$ cat config.mk
export PLATFORM = sky130hd
export DESIGN_NAME = config_stream_loader_flat
export DESIGN_NICKNAME = d
export VERILOG_FILES = /design/src/rtl/config_stream_loader_if.sv /design/src/rtl/config_stream_loader.sv /design/src/flat_wrapper.sv
export SDC_FILE = /design/constraint.sdc
export NUM_CORES = 1
export LEC_CHECK = 0
export CELL_PAD_IN_SITES_DETAIL_PLACEMENT = 1
export CELL_PAD_IN_SITES_GLOBAL_PLACEMENT = 1
export CORE_MARGIN = 8
export CORE_UTILIZATION = 44
export CTS_CLUSTER_DIAMETER = 40
export CTS_CLUSTER_SIZE = 10
export DETAILED_ROUTE_END_ITERATION = 16
export GPL_ROUTABILITY_DRIVEN = 0
export PLACE_DENSITY = 0.78
export SYNTH_ARGS = -nofsm -noshare
export SYNTH_HDL_FRONTEND = slang
export SYNTH_SLANG_ARGS = --single-unit
$ cat constraint.sdc
create_clock -name clk -period 2.85 [get_ports clk]
set_input_delay 0.855 -clock clk [delete_from_list [all_inputs] [get_ports clk]]
set_output_delay 0.855 -clock clk [all_outputs]
set_load 0.01 [all_outputs]
$ cat src/rtl/config_stream_loader_if.sv
// Bundle of the loader's host-side stream, chain-side shift port and readback stream.
// master is the loader itself; slave is whatever feeds it words and owns the chain.
interface config_stream_loader_if #(
    parameter int WORD_W = 32
);
    logic              start;
    logic              busy;
    logic              done;
    logic              word_valid;
    logic [WORD_W-1:0] word_data;
    logic              word_ready;
    logic              cfg_reset;
    logic              cfg_shift;
    logic              cfg_in;
    logic              cfg_out;
    logic              rb_valid;
    logic [WORD_W-1:0] rb_data;

    modport master (
        input  start, word_valid, word_data, cfg_out,
        output busy, done, word_ready, cfg_reset, cfg_shift, cfg_in, rb_valid, rb_data
    );

    modport slave (
        output start, word_valid, word_data, cfg_out,
        input  busy, done, word_ready, cfg_reset, cfg_shift, cfg_in, rb_valid, rb_data
    );
endinterface

$ cat src/rtl/config_stream_loader.sv
// Transmitter end of the PE configuration chain: clears the chain, shifts CHAIN_LEN bits
// in LSB-first from a word stream, and returns the bits falling out of the tail as words.
module config_stream_loader #(
    parameter int WORD_W    = 32,
    parameter int CHAIN_LEN = 1024,
    parameter int CLR_CYC   = 2,
    parameter int CNT_W     = 16
) (
    input  logic                    clk,
    input  logic                    reset,
    config_stream_loader_if.master  bus
);
    localparam int IDX_W = (WORD_W > 1) ? $clog2(WORD_W) : 1;
    localparam int CLR_W = $clog2(CLR_CYC + 1);
    localparam logic [IDX_W-1:0] LAST_IDX = IDX_W'(WORD_W - 1);
    localparam logic [CNT_W-1:0] LAST_BIT = CNT_W'(CHAIN_LEN - 1);
    localparam logic [CLR_W-1:0] LAST_CLR = CLR_W'(CLR_CYC - 1);

    typedef enum logic [1:0] {IDLE, CLEAR, LOAD, DONE} state_t;

    state_t            state, state_next;
    logic [CLR_W-1:0]  clr_cnt;
    logic [CNT_W-1:0]  bit_cnt;
    logic [WORD_W-1:0] word_buf;
    logic [IDX_W-1:0]  idx;
    logic              full;
    logic [WORD_W-1:0] rb_buf;
    logic [IDX_W-1:0]  rb_idx;
    logic [WORD_W-1:0] rb_fill;
    logic [WORD_W-1:0] rb_data;
    logic              rb_valid;

    logic busy, done, word_ready, cfg_reset, cfg_shift, cfg_in;
    logic last_word_bit, last_chain_bit, accept;

    assign last_word_bit  = (idx == LAST_IDX);
    assign last_chain_bit = (bit_cnt == LAST_BIT);
    assign accept         = bus.word_valid && word_ready;

    always_ff @(posedge clk or negedge reset) begin
        if (!reset) begin
            state <= IDLE;
        end else begin
            state <= state_next;
        end
    end

    // All handshake and chain outputs decode registered state only, so the word
    // inputs never reach cfg_shift/cfg_in combinationally.
    always_comb begin
        state_next = state;
        busy       = 1'b0;
        done       = 1'b0;
        word_ready = 1'b0;
        cfg_reset  = 1'b0;
        cfg_shift  = 1'b0;
        cfg_in     = 1'b0;
        case (state)
            IDLE: begin
                if (bus.start) begin
                    state_next = CLEAR;
                end
            end
            CLEAR: begin
                busy      = 1'b1;
                cfg_reset = 1'b1;
                if (clr_cnt == LAST_CLR) begin
                    state_next = LOAD;
                end
            end
            LOAD: begin
                busy      = 1'b1;
                cfg_shift = full;
                cfg_in    = full & word_buf[idx];
                // Refill on the last buffered bit for back-to-back words, unless that bit ends the chain.
                word_ready = !full || (last_word_bit && !last_chain_bit);
                if (full && last_chain_bit) begin
                    state_next = DONE;
                end
            end
            DONE: begin
                busy       = 1'b1;
                done       = 1'b1;
                state_next = IDLE;
            end
            default: state_next = IDLE;
        endcase
    end

    always_comb begin
        rb_fill         = rb_buf;
        rb_fill[rb_idx] = bus.cfg_out;
    end

    always_ff @(posedge clk or negedge reset) begin
        if (!reset) begin
            clr_cnt  <= '0;
            bit_cnt  <= '0;
            word_buf <= '0;
            idx      <= '0;
            full     <= 1'b0;
            rb_buf   <= '0;
            rb_idx   <= '0;
            rb_data  <= '0;
            rb_valid <= 1'b0;
        end else begin
            rb_valid <= 1'b0;
            if (state == CLEAR) begin
                clr_cnt <= clr_cnt + 1'b1;
                bit_cnt <= '0;
                idx     <= '0;
                full    <= 1'b0;
                rb_buf  <= '0;
                rb_idx  <= '0;
            end else begin
                clr_cnt <= '0;
            end
            if (cfg_shift) begin
                bit_cnt <= bit_cnt + 1'b1;
                idx     <= last_word_bit ? '0 : idx + 1'b1;
                if (last_word_bit || last_chain_bit) begin
                    full <= 1'b0;
                end
                if (rb_idx == LAST_IDX || last_chain_bit) begin
                    rb_data  <= rb_fill;
                    rb_valid <= 1'b1;
                    rb_buf   <= '0;
                    rb_idx   <= '0;
                end else begin
                    rb_buf <= rb_fill;
                    rb_idx <= rb_idx + 1'b1;
                end
            end
            if (accept) begin
                word_buf <= bus.word_data;
                full     <= 1'b1;
                idx      <= '0;
            end
        end
    end

    assign bus.busy       = busy;
    assign bus.done       = done;
    assign bus.word_ready = word_ready;
    assign bus.cfg_reset  = cfg_reset;
    assign bus.cfg_shift  = cfg_shift;
    assign bus.cfg_in     = cfg_in;
    assign bus.rb_valid   = rb_valid;
    assign bus.rb_data    = rb_data;
endmodule

$ cat src/flat_wrapper.sv
// flat-port wrapper written by rule: the top's interface ports become plain ports
module config_stream_loader_flat 
#(
    parameter int WORD_W    = 32,
    parameter int CHAIN_LEN = 1024,
    parameter int CLR_CYC   = 2,
    parameter int CNT_W     = 16
)
  (clk, reset, bus_start, bus_word_valid, bus_word_data, bus_cfg_out, bus_busy, bus_done, bus_word_ready, bus_cfg_reset, bus_cfg_shift, bus_cfg_in, bus_rb_valid, bus_rb_data);
  config_stream_loader_if #(.WORD_W(WORD_W)) bus_i ();
  input  logic clk;
  input  logic reset;
  input wire logic [$bits(bus_i.start)-1:0] bus_start;
  input wire logic [$bits(bus_i.word_valid)-1:0] bus_word_valid;
  input wire logic [$bits(bus_i.word_data)-1:0] bus_word_data;
  input wire logic [$bits(bus_i.cfg_out)-1:0] bus_cfg_out;
  output wire logic [$bits(bus_i.busy)-1:0] bus_busy;
  output wire logic [$bits(bus_i.done)-1:0] bus_done;
  output wire logic [$bits(bus_i.word_ready)-1:0] bus_word_ready;
  output wire logic [$bits(bus_i.cfg_reset)-1:0] bus_cfg_reset;
  output wire logic [$bits(bus_i.cfg_shift)-1:0] bus_cfg_shift;
  output wire logic [$bits(bus_i.cfg_in)-1:0] bus_cfg_in;
  output wire logic [$bits(bus_i.rb_valid)-1:0] bus_rb_valid;
  output wire logic [$bits(bus_i.rb_data)-1:0] bus_rb_data;
  assign bus_i.start = bus_start;
  assign bus_i.word_valid = bus_word_valid;
  assign bus_i.word_data = bus_word_data;
  assign bus_i.cfg_out = bus_cfg_out;
  assign bus_busy = bus_i.busy;
  assign bus_done = bus_i.done;
  assign bus_word_ready = bus_i.word_ready;
  assign bus_cfg_reset = bus_i.cfg_reset;
  assign bus_cfg_shift = bus_i.cfg_shift;
  assign bus_cfg_in = bus_i.cfg_in;
  assign bus_rb_valid = bus_i.rb_valid;
  assign bus_rb_data = bus_i.rb_data;
  config_stream_loader #(.WORD_W(WORD_W), .CHAIN_LEN(CHAIN_LEN), .CLR_CYC(CLR_CYC), .CNT_W(CNT_W)) u_core (.clk(clk), .reset(reset), .bus(bus_i));
endmodule
======== Yosys cells after proc, flatten, opt, wreduce, memory -nomap -nowiden ========
Cells that the tools add are included.
storage, ports and cells
  bits in registers ....................... 128
  output and inout bits ................... 39
  input port bits ......................... 37
  logic and storage cells ................. 76
cells by class
  equal/unequal tests ..................... 10
  add/subtract/negate cells ............... 4
  multiplexer cells ....................... 33
  $lt $le $gt $ge ......................... 3
  bitwise logic cells ..................... 1
  reduce and logical (&&, ||, !) cells .... 15
operators with widths
  kind                                                   number
  2-to-1 mux 32 bit                                      3
  bitwise mux 32 bit                                     1
  2-to-1 mux 16 bit                                      2
  2-to-1 mux 5 bit                                       6
  adder 16 x 1 -> 16 bit, second input constant          1
  equality test 16 x 10 -> 1 bit, second input constant  1
  2-to-1 mux 1 bit                                       14
  < comparator 5 x 6 -> 1 bit, second input constant     2
  adder 5 x 1 -> 5 bit, second input constant            2
  equality test 5 bit, second input constant             2
  2-to-1 mux 2 bit                                       4
  one-hot mux 2 bit (4 select lines)                     1
  binary-select mux 1 bit (select 5 bit)                 1
  demux 1 bit (select 5 bit)                             1
  >= comparator 5 x 1 -> 1 bit, second input constant    1
  equality test 2 x 1 -> 1 bit, second input constant    2
  equality test 2 bit, second input constant             2
  logical AND 1 bit                                      4
  inequality test 2 x 1 -> 1 bit, second input constant  2
  logical OR 1 bit                                       3
  AND reduction 3 bit                                    1
  nonzero test 3 bit                                     1
  OR reduction 3 bit                                     1
  adder 2 x 1 -> 2 bit, second input constant            1
  other kinds (6)                                        7

======== Logic depth before layout (Yosys ltp) ========
Gate-level depths: netlist (run 1).
  word-level depth ........................ 7
  mapped depth ............................ 10

======== Worst setup path before layout (run 1) ========
Ideal clock, no wire load.
  path type ............................... register to output
  start ................................... register u_core.state[0]
  end ..................................... output bus_cfg_in
  data arrival time ....................... 1.756 ns
  path buffers ............................ 2
  path slack .............................. 0.239 ns
  cell stages (with the launch flop) ...... 8
  required time ........................... 1.995 ns
  path through ............................ dfrtp_1 -> inv_1 -> ha_1 -> clkbuf_1 -> nand2_1 -> inv_1 -> clkbuf_1 -> and3_1
between the ends
  word-level cells in the longest chain between the ends .. 2
ends and longest elaborated chain
  element                 RTL line                    source
  start, declared         config_stream_loader.sv:21  state_t state, state_next;
  start signal, assigned  config_stream_loader.sv:44  state <= state_next;
  equality test 2 bit     config_stream_loader.sv:58  case (state)
  2-to-1 mux 1 bit        config_stream_loader.sv:58
  end, declared           flat_wrapper.sv:22          output wire logic [$bits(bus_i.cfg_in)-1:0] bus_cfg_in;
No other way between the ends.

======== Worst setup path in the final report (run 1) ========
  start ................................... register u_core.idx[0]
  end ..................................... output bus_cfg_in
between the ends
  word-level cells in the longest chain between the ends .. 4
ends and longest elaborated chain
  element                                 RTL line                     source
  start, declared                         config_stream_loader.sv:25   logic [IDX_W-1:0] idx;
  start signal, assigned                  config_stream_loader.sv:120  idx <= last_word_bit ? '0 : idx + 1'b1;
  binary-select mux 1 bit (select 5 bit)  config_stream_loader.sv:74   cfg_in = full & word_buf[idx];
  2-to-1 mux 1 bit (not written as such)  config_stream_loader.sv:74
  bitwise AND 1 bit                       config_stream_loader.sv:74
  2-to-1 mux 1 bit                        config_stream_loader.sv:58
No other way between the ends. The select of a mux whose other input is x is not followed.

==> results of run 1 <==
==> kinds of logic after synthesis <==
kind of cell               Yosys count  share of synthesized area
muxes                               76                      0.155
AOI/OAI and AO/OA                  154                      0.150
DFF                                128                      0.505
and+or+nand+nor                    160                      0.121
adders and majority gates           14                     0.0276
buffers and inverters               49                     0.0392
xor gates and xnor gates             2                    0.00276
==> Yosys cell counts, types with 2 or more instances <==
| master | number |
|---|---|
| clkbuf_1 | 27 |
| and3_1 | 6 |
| o21ai_0 | 94 |
| mux4_2 | 6 |
| ha_1 | 14 |
| dfrtp_1 | 128 |
| mux2i_1 | 36 |
| buf_2 | 4 |
| nand4_1 | 6 |
| mux2_4 | 28 |
| mux2_2 | 6 |
| nand2_1 | 62 |
| inv_1 | 12 |
| nand3b_1 | 6 |
| a31oi_1 | 6 |
| buf_12 | 3 |
| o2bb2ai_1 | 32 |
| xor2_1 | 2 |
| nand3_1 | 10 |
| o22ai_1 | 3 |
| nand2b_1 | 10 |
| a21o_1 | 2 |
| a22oi_1 | 2 |
| o31ai_1 | 3 |
| nor2_1 | 42 |
| a21oi_1 | 3 |
| nor2b_1 | 4 |
| nor3_1 | 3 |
| o21a_1 | 2 |
==> report_power, final <==
group          switching, W  leakage [nW]  total (W)  internal (W)
logic               0.00108          1.66    0.00212       0.00104
registers          0.000259          1.54    0.00239       0.00214
clock network      0.000877         0.322    0.00256       0.00169
total               0.00222          3.53    0.00708       0.00486
==> worst register-to-register path: stages, from the launching register on <==
cell and delay [ns]:
dfrtp_2 0.46, buf_6 0.16, buf_4 0.15, ha_4 0.17, and3_4 0.18, ha_4 0.16
buf_4 0.12, buf_4 0.13, nand2b_1 0.23, or3b_2 0.54, a21boi_1 0.16
==> sequential cells by signal, indices dropped and copies added, names as in the netlist <==
signal	flops
u_core.bit_cnt	16
u_core.bus.rb_data	32
u_core.bus.rb_valid	1
u_core.clr_cnt	2
u_core.full	1
u_core.idx	5
u_core.rb_buf	32
u_core.rb_idx	5
u_core.state	2
u_core.word_buf	32
==> metrics by stage <==
| step | total power (W) | util | hold WS [ns] | area (um^2) | std cells |
|---|---|---|---|---|---|
| detailed placement | 0.00441 | 0.513 | 0.431 | 7340 | 824 |
| finish | 0.00708 | 0.569 | 0.303 | 8150 | 862 |
| floorplan | 0.00375 | - | 0.409 | 6340 | 583 |
| CTS | 0.00709 | 0.566 | 0.298 | 8100 | 861 |
| global placement | 0.00425 | 0.513 | 0.421 | 7340 | 824 |
| global route | 0.00741 | 0.569 | 0.316 | 8150 | 862 |
==> worst paths after layout <==
kind / from / to / slack, ns / cells after the start
hold / removal: reset / u_core.bus.rb_valid / 0.30 / 1
hold reg to reg: u_core.clr_cnt[0] / u_core.clr_cnt[0] / 0.43 / 1
max in group asynchronous: reset / u_core.idx[0] / 1.92 / 2
setup reg to reg: u_core.idx[0] / u_core.idx[2] / 0.30 / 10
min in group clk: u_core.clr_cnt[0] / u_core.clr_cnt[0] / 0.43 / 1
setup / recovery: u_core.idx[0] / bus_cfg_in / -0.20 / 6
==> routing by layer <==
| layer | up-vias | global-route usage | part of all wire |
|---|---|---|---|
| li1 | 2249 | - | - |
| met1 | 2540 | 0.241 | 0.41 |
| met2 | 120 | 0.353 | 0.52 |
| met3 | 41 | 0.0536 | 0.046 |
| met4 | 0 | 0.0921 | 0.024 |
| met5 | - | 0 | 0 |
==> what timing repair did <==
action | in CTS | in global routing
pin swaps | 2 | 5
setup buffers | 5 | 2
setup endpoints to repair | 2 | 3
endpoints found under the hold margin | 0 | 0
hold buffers | 0 | 0
resized for setup | 17 | 9
==> placed cells by master (no fill, tap or decap), types with 5 or more instances in the layout <==
cell type / n
inv_1: 11
nand2_1: 62
clkbuf_16: 17
nand3_1: 10
dfrtp_1: 127
mux2i_1: 36
buf_4: 19
buf_12: 6
nand4_1: 6
clkdlybuf4s50_1: 71
o2bb2ai_1: 32
nand2b_1: 9
o21ai_0: 92
nor2_1: 42
mux2_4: 28
bufinv_16: 6
nand3b_1: 6
ha_1: 11
a31oi_1: 6
mux4_2: 6
and3_1: 5
mux2_2: 6
==> layout make-up <==
type / count / area (um^2)
Fill cell: 1500 / 6160
Timing Repair Buffer: 100 / 1010
Multi-Input combinational cell: 406 / 2980
Sequential cell: 128 / 3200
Clock inverter: 13 / 233
Tap cell: 184 / 230
Inverter: 12 / 45.0
Clock buffer: 19 / 453
==> load_flow_metrics.sql, run 1 <==
INSERT INTO impl_metrics (metric_group, metric, value, unit) VALUES
('outcome', 'outcome', 'finished, violations left', ''),
('outcome', 'failed_checks', 'setup timing', ''),
('setup_path', 'timing.critical_path.slowest_stage_cell', 'mux4_2', ''),
('clocking', 'cts_num_sinks', '128', ''),
('layout', 'antenna-diode-count', '0', ''),
('timing', 'setup_viol', '2', ''),
('clocking', 'h_tree_depth', '4', ''),
('timing', 'number_of_endpoints_with_negative_hold_slack_in_the_final_report', '0', ''),
('floorplan', 'io_pins', '76', ''),
('setup_path', 'crit_path_end_kind', 'primary output', ''),
('detailed_routing', 'viasPerCell', '5.74', ''),
('place', 'post-dp-hpwl', '11300', 'um'),
('job', 'drv_cap', '0', ''),
('detailed_routing', 'routed_wirelength', '18200', 'um'),
('setup_path', 'timing.critical_path.cells', 'mux4_2, mux2_2, nor3_2, a31oi_1, and3_1, buf_2', ''),
('timing', 'worst_relative_slew_slack', '0.421', ''),
('timing', 'max_slew.worst_pin.slew', '0.861', 'ns'),
('setup_path', 'maximum_cell_stage_delay_along_the_critical_path', '0.52', 'ns'),
('synthesis', 'synth-edff-count', '0', ''),
('floorplan', 'horizontal_die_dimension', '136', 'um'),
('synthesis', 'netlist_area', '6340', 'um^2'),
('timing', 'slew_violations', '0', ''),
('setup_path', 'critPathMaxFanout', '4', ''),
('timing', 'rsz0062_at_grt', 'true', ''),
('detailed_routing', 'drc_errors', '0', ''),
('power_and_ir_drop', 'p_leak', '3.53', 'nW'),
('setup_path', 'worst_ep_arrival_time', '2.19', 'ns'),
('power_and_ir_drop', 'power_density_over_the_cells', '869', 'nW/um^2'),
('floorplan', 'die_area', '18500', 'um^2'),
('synthesis', 'synth.ff_latch_count', '128', ''),
('global_routing', 'globalRoute.totalOverflow', '0', ''),
('detailed_routing', 'dr.first_iter.drc_count', '317', ''),
('timing', 'fin_tns_setup', '-0.211', 'ns'),
('setup_path', 'critical_path_class', 'reg -> out', ''),
('synthesis', 'synthesis.nets', '634', ''),
('setup_path', 'buf_inv_on_cp', '1', ''),
('timing', 'fin_worst_skew', '0.0102', 'ns'),
('detailed_routing', 'drt.antenna.violating_nets', '0', ''),
('detailed_routing', 'routed-via-count', '4950', ''),
('synthesis', 'netlist_instances', '583', ''),
('floorplan', 'die_height', '136', 'um'),
('synthesis', 'ys_top_cells_by_area', 'dfrtp_1 (50%), o21ai_0 (7.4%), mux2_4 (6.6%)', ''),
('setup_path', 'critPathLaunchType', 'register', ''),
('timing', 'highest_clock_rate', '328', 'MHz'),
('global_routing', 'grt_pass1_vias', '5541', ''),
('clocking', 'clk-insertion-delay-late', '0.44', 'ns'),
('synthesis', 'synthFlopType', 'dfrtp_1', ''),
('detailed_routing', 'dr_pass1_iterations', '4', ''),
('layout', 'layout-drive-gt1-share', '0.177', ''),
('floorplan', 'placement_rows', '44', ''),
('global_routing', 'grt_max_degree', '59', ''),
('timing', 'post-route-min-period', '3.05', 'ns'),
('min_path', 'worst_hold_path_type', 'in -> async', ''),
('power_and_ir_drop', 'vdd_drop_max', '478', 'uV'),
('setup_path', 'cp_top_family', 'multiplexers', ''),
('floorplan', 'core_region', '14300', 'um^2'),
('timing', 'worst_path_setup_slack_after_routing', '-0.197', 'ns'),
('synthesis', 'yosys.area.top_type_share', '0.505', ''),
('setup_path', 'critical_path_required', '2.00', 'ns'),
('synthesis', 'avgSynthCellArea', '10.9', 'um^2'),
('clocking', 'cts_tree', 'yes', ''),
('global_routing', 'aggregate_global_route_resource_usage', '0.207', ''),
('global_routing', 'grt_antenna_before_repair', '0', ''),
('clocking', 'clock_tree_root_buffer_cell', 'clkbuf_16', ''),
('detailed_routing', 'avgRoutedWirePerCell', '21.1', 'um'),
('synthesis', 'synth_sequential_area_ratio', '0.505', ''),
('synthesis', 'yosysWarnings', '0', ''),
('global_routing', 'grt_pass1_wl', '30000', 'um'),
('clocking', 'clk_pin_slew_worst_paths', '0.06', 'ns'),
('place', 'dpl_worst_slack', '-0.214', 'ns'),
('place', 'port_bufs', '75', ''),
('synthesis', 'synth_cell_types', '50', ''),
('layout', 'finalNetCount', '716', ''),
('synthesis', 'synth_area_leader_cell', 'dfrtp_1', ''),
('clocking', 'max-clock-path-buffers', '2', ''),
('clocking', 'cts_buffers', '17', ''),
('layout', 'area_growth', '28.4', '%'),
('timing', 'layout_worst_path_cycle_share', '1.07', ''),
('floorplan', 'initial_core_util', '0.443', ''),
('synthesis', 'async_set_or_reset_flop_fraction_in_the_synthesized_netlist', '1.00', '');
No activity file was read; power rests on OpenSTA's default activity.
==> inputs of run 2 (changes only) <==
--- a/config.mk
+++ b/config.mk
@@ -5,15 +5,16 @@
 export SDC_FILE = /design/constraint.sdc
 export NUM_CORES = 1
 export LEC_CHECK = 0
-export CELL_PAD_IN_SITES_DETAIL_PLACEMENT = 1
-export CELL_PAD_IN_SITES_GLOBAL_PLACEMENT = 1
+export CELL_PAD_IN_SITES_DETAIL_PLACEMENT = 2
+export CELL_PAD_IN_SITES_GLOBAL_PLACEMENT = 2
 export CORE_MARGIN = 8
-export CORE_UTILIZATION = 44
+export CORE_UTILIZATION = 30
 export CTS_CLUSTER_DIAMETER = 40
 export CTS_CLUSTER_SIZE = 10
 export DETAILED_ROUTE_END_ITERATION = 16
+export DONT_BUFFER_PORTS = 1
 export GPL_ROUTABILITY_DRIVEN = 0
-export PLACE_DENSITY = 0.78
+export PLACE_DENSITY = 0.59
 export SYNTH_ARGS = -nofsm -noshare
 export SYNTH_HDL_FRONTEND = slang
 export SYNTH_SLANG_ARGS = --single-unit
==> run 2 against run 1 <==
The run still ends with setup timing left. Global-route usage down 6.7 points. Clock power is 8.6% lower. Register-to-register slack got worse by 0.06 ns. Clock skew about the same. Fmax rose by 5.9%. Design area decreased by 9.7%. Critical path depth shrank 1. Setup slack better by 0.17 ns. Clock-buffer cell count grew 2. Critical path type unchanged. Critical endpoint unchanged. First-iteration DRC count decreased by 43%. Via count is 7.9% lower.
==> load_flow_metrics.sql, run 2 (same netlist as run 1, synthesis figures left out) <==
INSERT INTO impl_metrics (metric_group, metric, value, unit) VALUES
('layout', 'utilization', '0.352', ''),
('job', 'drv_cap', '0', ''),
('layout', 'finalNetCount', '637', ''),
('global_routing', 'grt_pass1_vias', '5325', ''),
('global_routing', 'grt_antenna_before_repair', '0', ''),
('setup_path', 'worst_ep_arrival_time', '2.02', 'ns'),
('power_and_ir_drop', 'power_density_over_the_cells', '897', 'nW/um^2'),
('global_routing', 'grt_pass1_wl', '29300', 'um'),
('clocking', 'cts_num_sinks', '128', ''),
('setup_path', 'timing.critical_path.slowest_stage_cell', 'mux4_2', ''),
('setup_path', 'r2r-start', 'u_core.rb_idx[0]', ''),
('global_routing', 'globalRoute.totalOverflow', '0', ''),
('timing', 'fin_worst_skew', '0.00991', 'ns'),
('setup_path', 'crit_path_end_kind', 'primary output', ''),
('outcome', 'failed_checks', 'setup timing', ''),
('detailed_routing', 'routed-via-count', '4558', ''),
('setup_path', 'timing.critical_path.cells', 'mux4_2, mux2_4, nor3_2, a31oi_1, and3_4', ''),
('clocking', 'cts_buffers', '17', ''),
('detailed_routing', 'viasPerCell', '5.22', ''),
('place', 'post-dp-hpwl', '11400', 'um'),
('setup_path', 'critical_path_required', '2.00', 'ns'),
('floorplan', 'initial_core_util', '0.304', ''),
('timing', 'slew_violations', '0', ''),
('clocking', 'max-clock-path-buffers', '2', ''),
('power_and_ir_drop', 'p_leak', '3.14', 'nW'),
('detailed_routing', 'dr.first_iter.drc_count', '182', ''),
('clocking', 'clock_tree_root_buffer_cell', 'clkbuf_16', ''),
('setup_path', 'critical_path_class', 'reg -> out', ''),
('layout', 'area_growth', '16.0', '%'),
('outcome', 'outcome', 'finished, violations left', ''),
('timing', 'post-route-min-period', '2.88', 'ns'),
('floorplan', 'core_region', '20900', 'um^2'),
('clocking', 'h_tree_depth', '4', ''),
('layout', 'layout.cells.most_common_list', 'dfrtp_1 (124), o21ai_0 (93), nand2_1 (62), nor2_1 (42), mux2i_1 (36)', ''),
('layout', 'layout-drive-gt1-share', '0.182', ''),
('timing', 'max_slew.worst_pin.slew', '0.941', 'ns'),
('floorplan', 'die_height', '161', 'um'),
('timing', 'setup_viol', '1', ''),
('timing', 'worst_relative_slew_slack', '0.368', ''),
('detailed_routing', 'routed_wirelength', '17700', 'um'),
('floorplan', 'io_pins', '76', ''),
('detailed_routing', 'drc_errors', '0', ''),
('clocking', 'cts_tree', 'yes', ''),
('place', 'area_post_placement', '6620', 'um^2'),
('setup_path', 'critPathMaxFanout', '3', ''),
('clocking', 'clk-insertion-delay-late', '0.42', 'ns'),
('clocking', 'clk_pin_slew_worst_paths', '0.06', 'ns'),
('floorplan', 'horizontal_die_dimension', '161', 'um'),
('layout', 'antenna-diode-count', '0', ''),
('timing', 'number_of_endpoints_with_negative_hold_slack_in_the_final_report', '0', ''),
('power_and_ir_drop', 'vdd_drop_max', '394', 'uV'),
('global_routing', 'grt_max_degree', '129', ''),
('layout', 'final_common_cell', 'dfrtp_1', ''),
('timing', 'layout_worst_path_cycle_share', '1.01', ''),
('timing', 'rsz0062_at_grt', 'true', ''),
('layout', 'largest_registers', 'u_core.bus.rb_data (32), u_core.rb_buf (32), u_core.word_buf (32)', ''),
('min_path', 'worst_hold_path_type', 'in -> async', ''),
('clocking', 'post_cts_hold_buffer_count', '0', ''),
('floorplan', 'placement_rows', '53', ''),
('place', 'port_bufs', '0', ''),
('detailed_routing', 'drt.antenna.violating_nets', '0', ''),
('floorplan', 'die_area', '26100', 'um^2'),
('setup_path', 'crit_start', 'u_core.idx[0]', ''),
('detailed_routing', 'avgRoutedWirePerCell', '20.3', 'um'),
('detailed_routing', 'dr_pass1_iterations', '4', ''),
('setup_path', 'maximum_cell_stage_delay_along_the_critical_path', '0.52', 'ns'),
('setup_path', 'critPathLaunchType', 'register', ''),
('layout', 'design_area', '7360', 'um^2'),
('timing', 'highest_clock_rate', '348', 'MHz'),
('global_routing', 'aggregate_global_route_resource_usage', '0.140', ''),
('timing', 'worst_path_setup_slack_after_routing', '-0.0274', 'ns');
## run 2: changes by cell type in the layout (fill, tap and decap cells not counted), sizes merged
cell           previous run  this run
dlymetal6s2s              1         0
buf                      28        21
clkbuf                   19        21
clkinv                    2         3
bufinv                    6         4
clkdlybuf4s50            71         0
clkinvlp                  4         2
## run 2: final cells by class
| type | count | area (um^2) |
|---|---|---|
| timing repair buffer | 21 | 195 |
| clock inverter | 10 | 159 |
| multi-input combinational | 406 | 2950 |
| clock buffer | 21 | 460 |
| tap | 275 | 344 |
| inverter | 12 | 45.0 |
| sequential | 128 | 3210 |
| fill | 2213 | 13500 |
## run 2: path summary, 6_finish.rpt
kind                                               end  slack (ns)  depth (start not counted)
worst min register to register       u_core.clr_cnt[0]        0.44                          1
max in group asynchronous                u_core.idx[1]        2.44                          0
worst max register to register        u_core.rb_buf[1]        0.24                          6
min in group clk                     u_core.clr_cnt[0]        0.44                          1
worst max-delay path                        bus_cfg_in       -0.03                          5
worst min-delay path            u_core.bus.rb_data[29]        0.13                          0
## run 2: power breakdown
part           total [W]  leakage, nW  internal (W)  switching, W
registers        0.00238         1.54       0.00214      0.000246
logic            0.00188         1.30      0.000921      0.000956
clock network    0.00234        0.299       0.00150      0.000833
total            0.00660         3.14       0.00456       0.00204
## run 2: layer usage
metal	GRT usage	up-vias	part of all wire
li1	-	2098	-
met1	0.163	2348	0.44
met2	0.240	84	0.50
met3	0.0428	28	0.047
met4	0.0513	0	0.017
met5	0	-	0
## run 2: worst max-delay path: cells and delay by family, from the launching register on
family	cells	cell delay, ns
simple gates	2	0.31
flops	1	0.43
mux	2	0.80
compound gates	1	0.07
## run 2: repair_timing
item / in CTS / in global routing
setup buffers: 5 / 3
gates resized for setup: 14 / 3
setup endpoints to repair: 2 / 2
gates cloned: 0 / 0
pin swaps: 4 / 3
## run 2: per-stage QoR
step	setup WS [ns]	hold slack, ns	cells	setup TNS [ns]	total power, W
global route	-0.124	0.103	873	-0.129	0.00698
floorplan	0.239	0.409	583	0	0.00375
detailed placement	0.255	0.440	834	0	0.00424
global placement	0.351	0.421	834	0	0.00414
CTS	-0.0447	0.108	870	-0.0878	0.00669
finish	-0.0274	0.129	873	-0.0274	0.00660
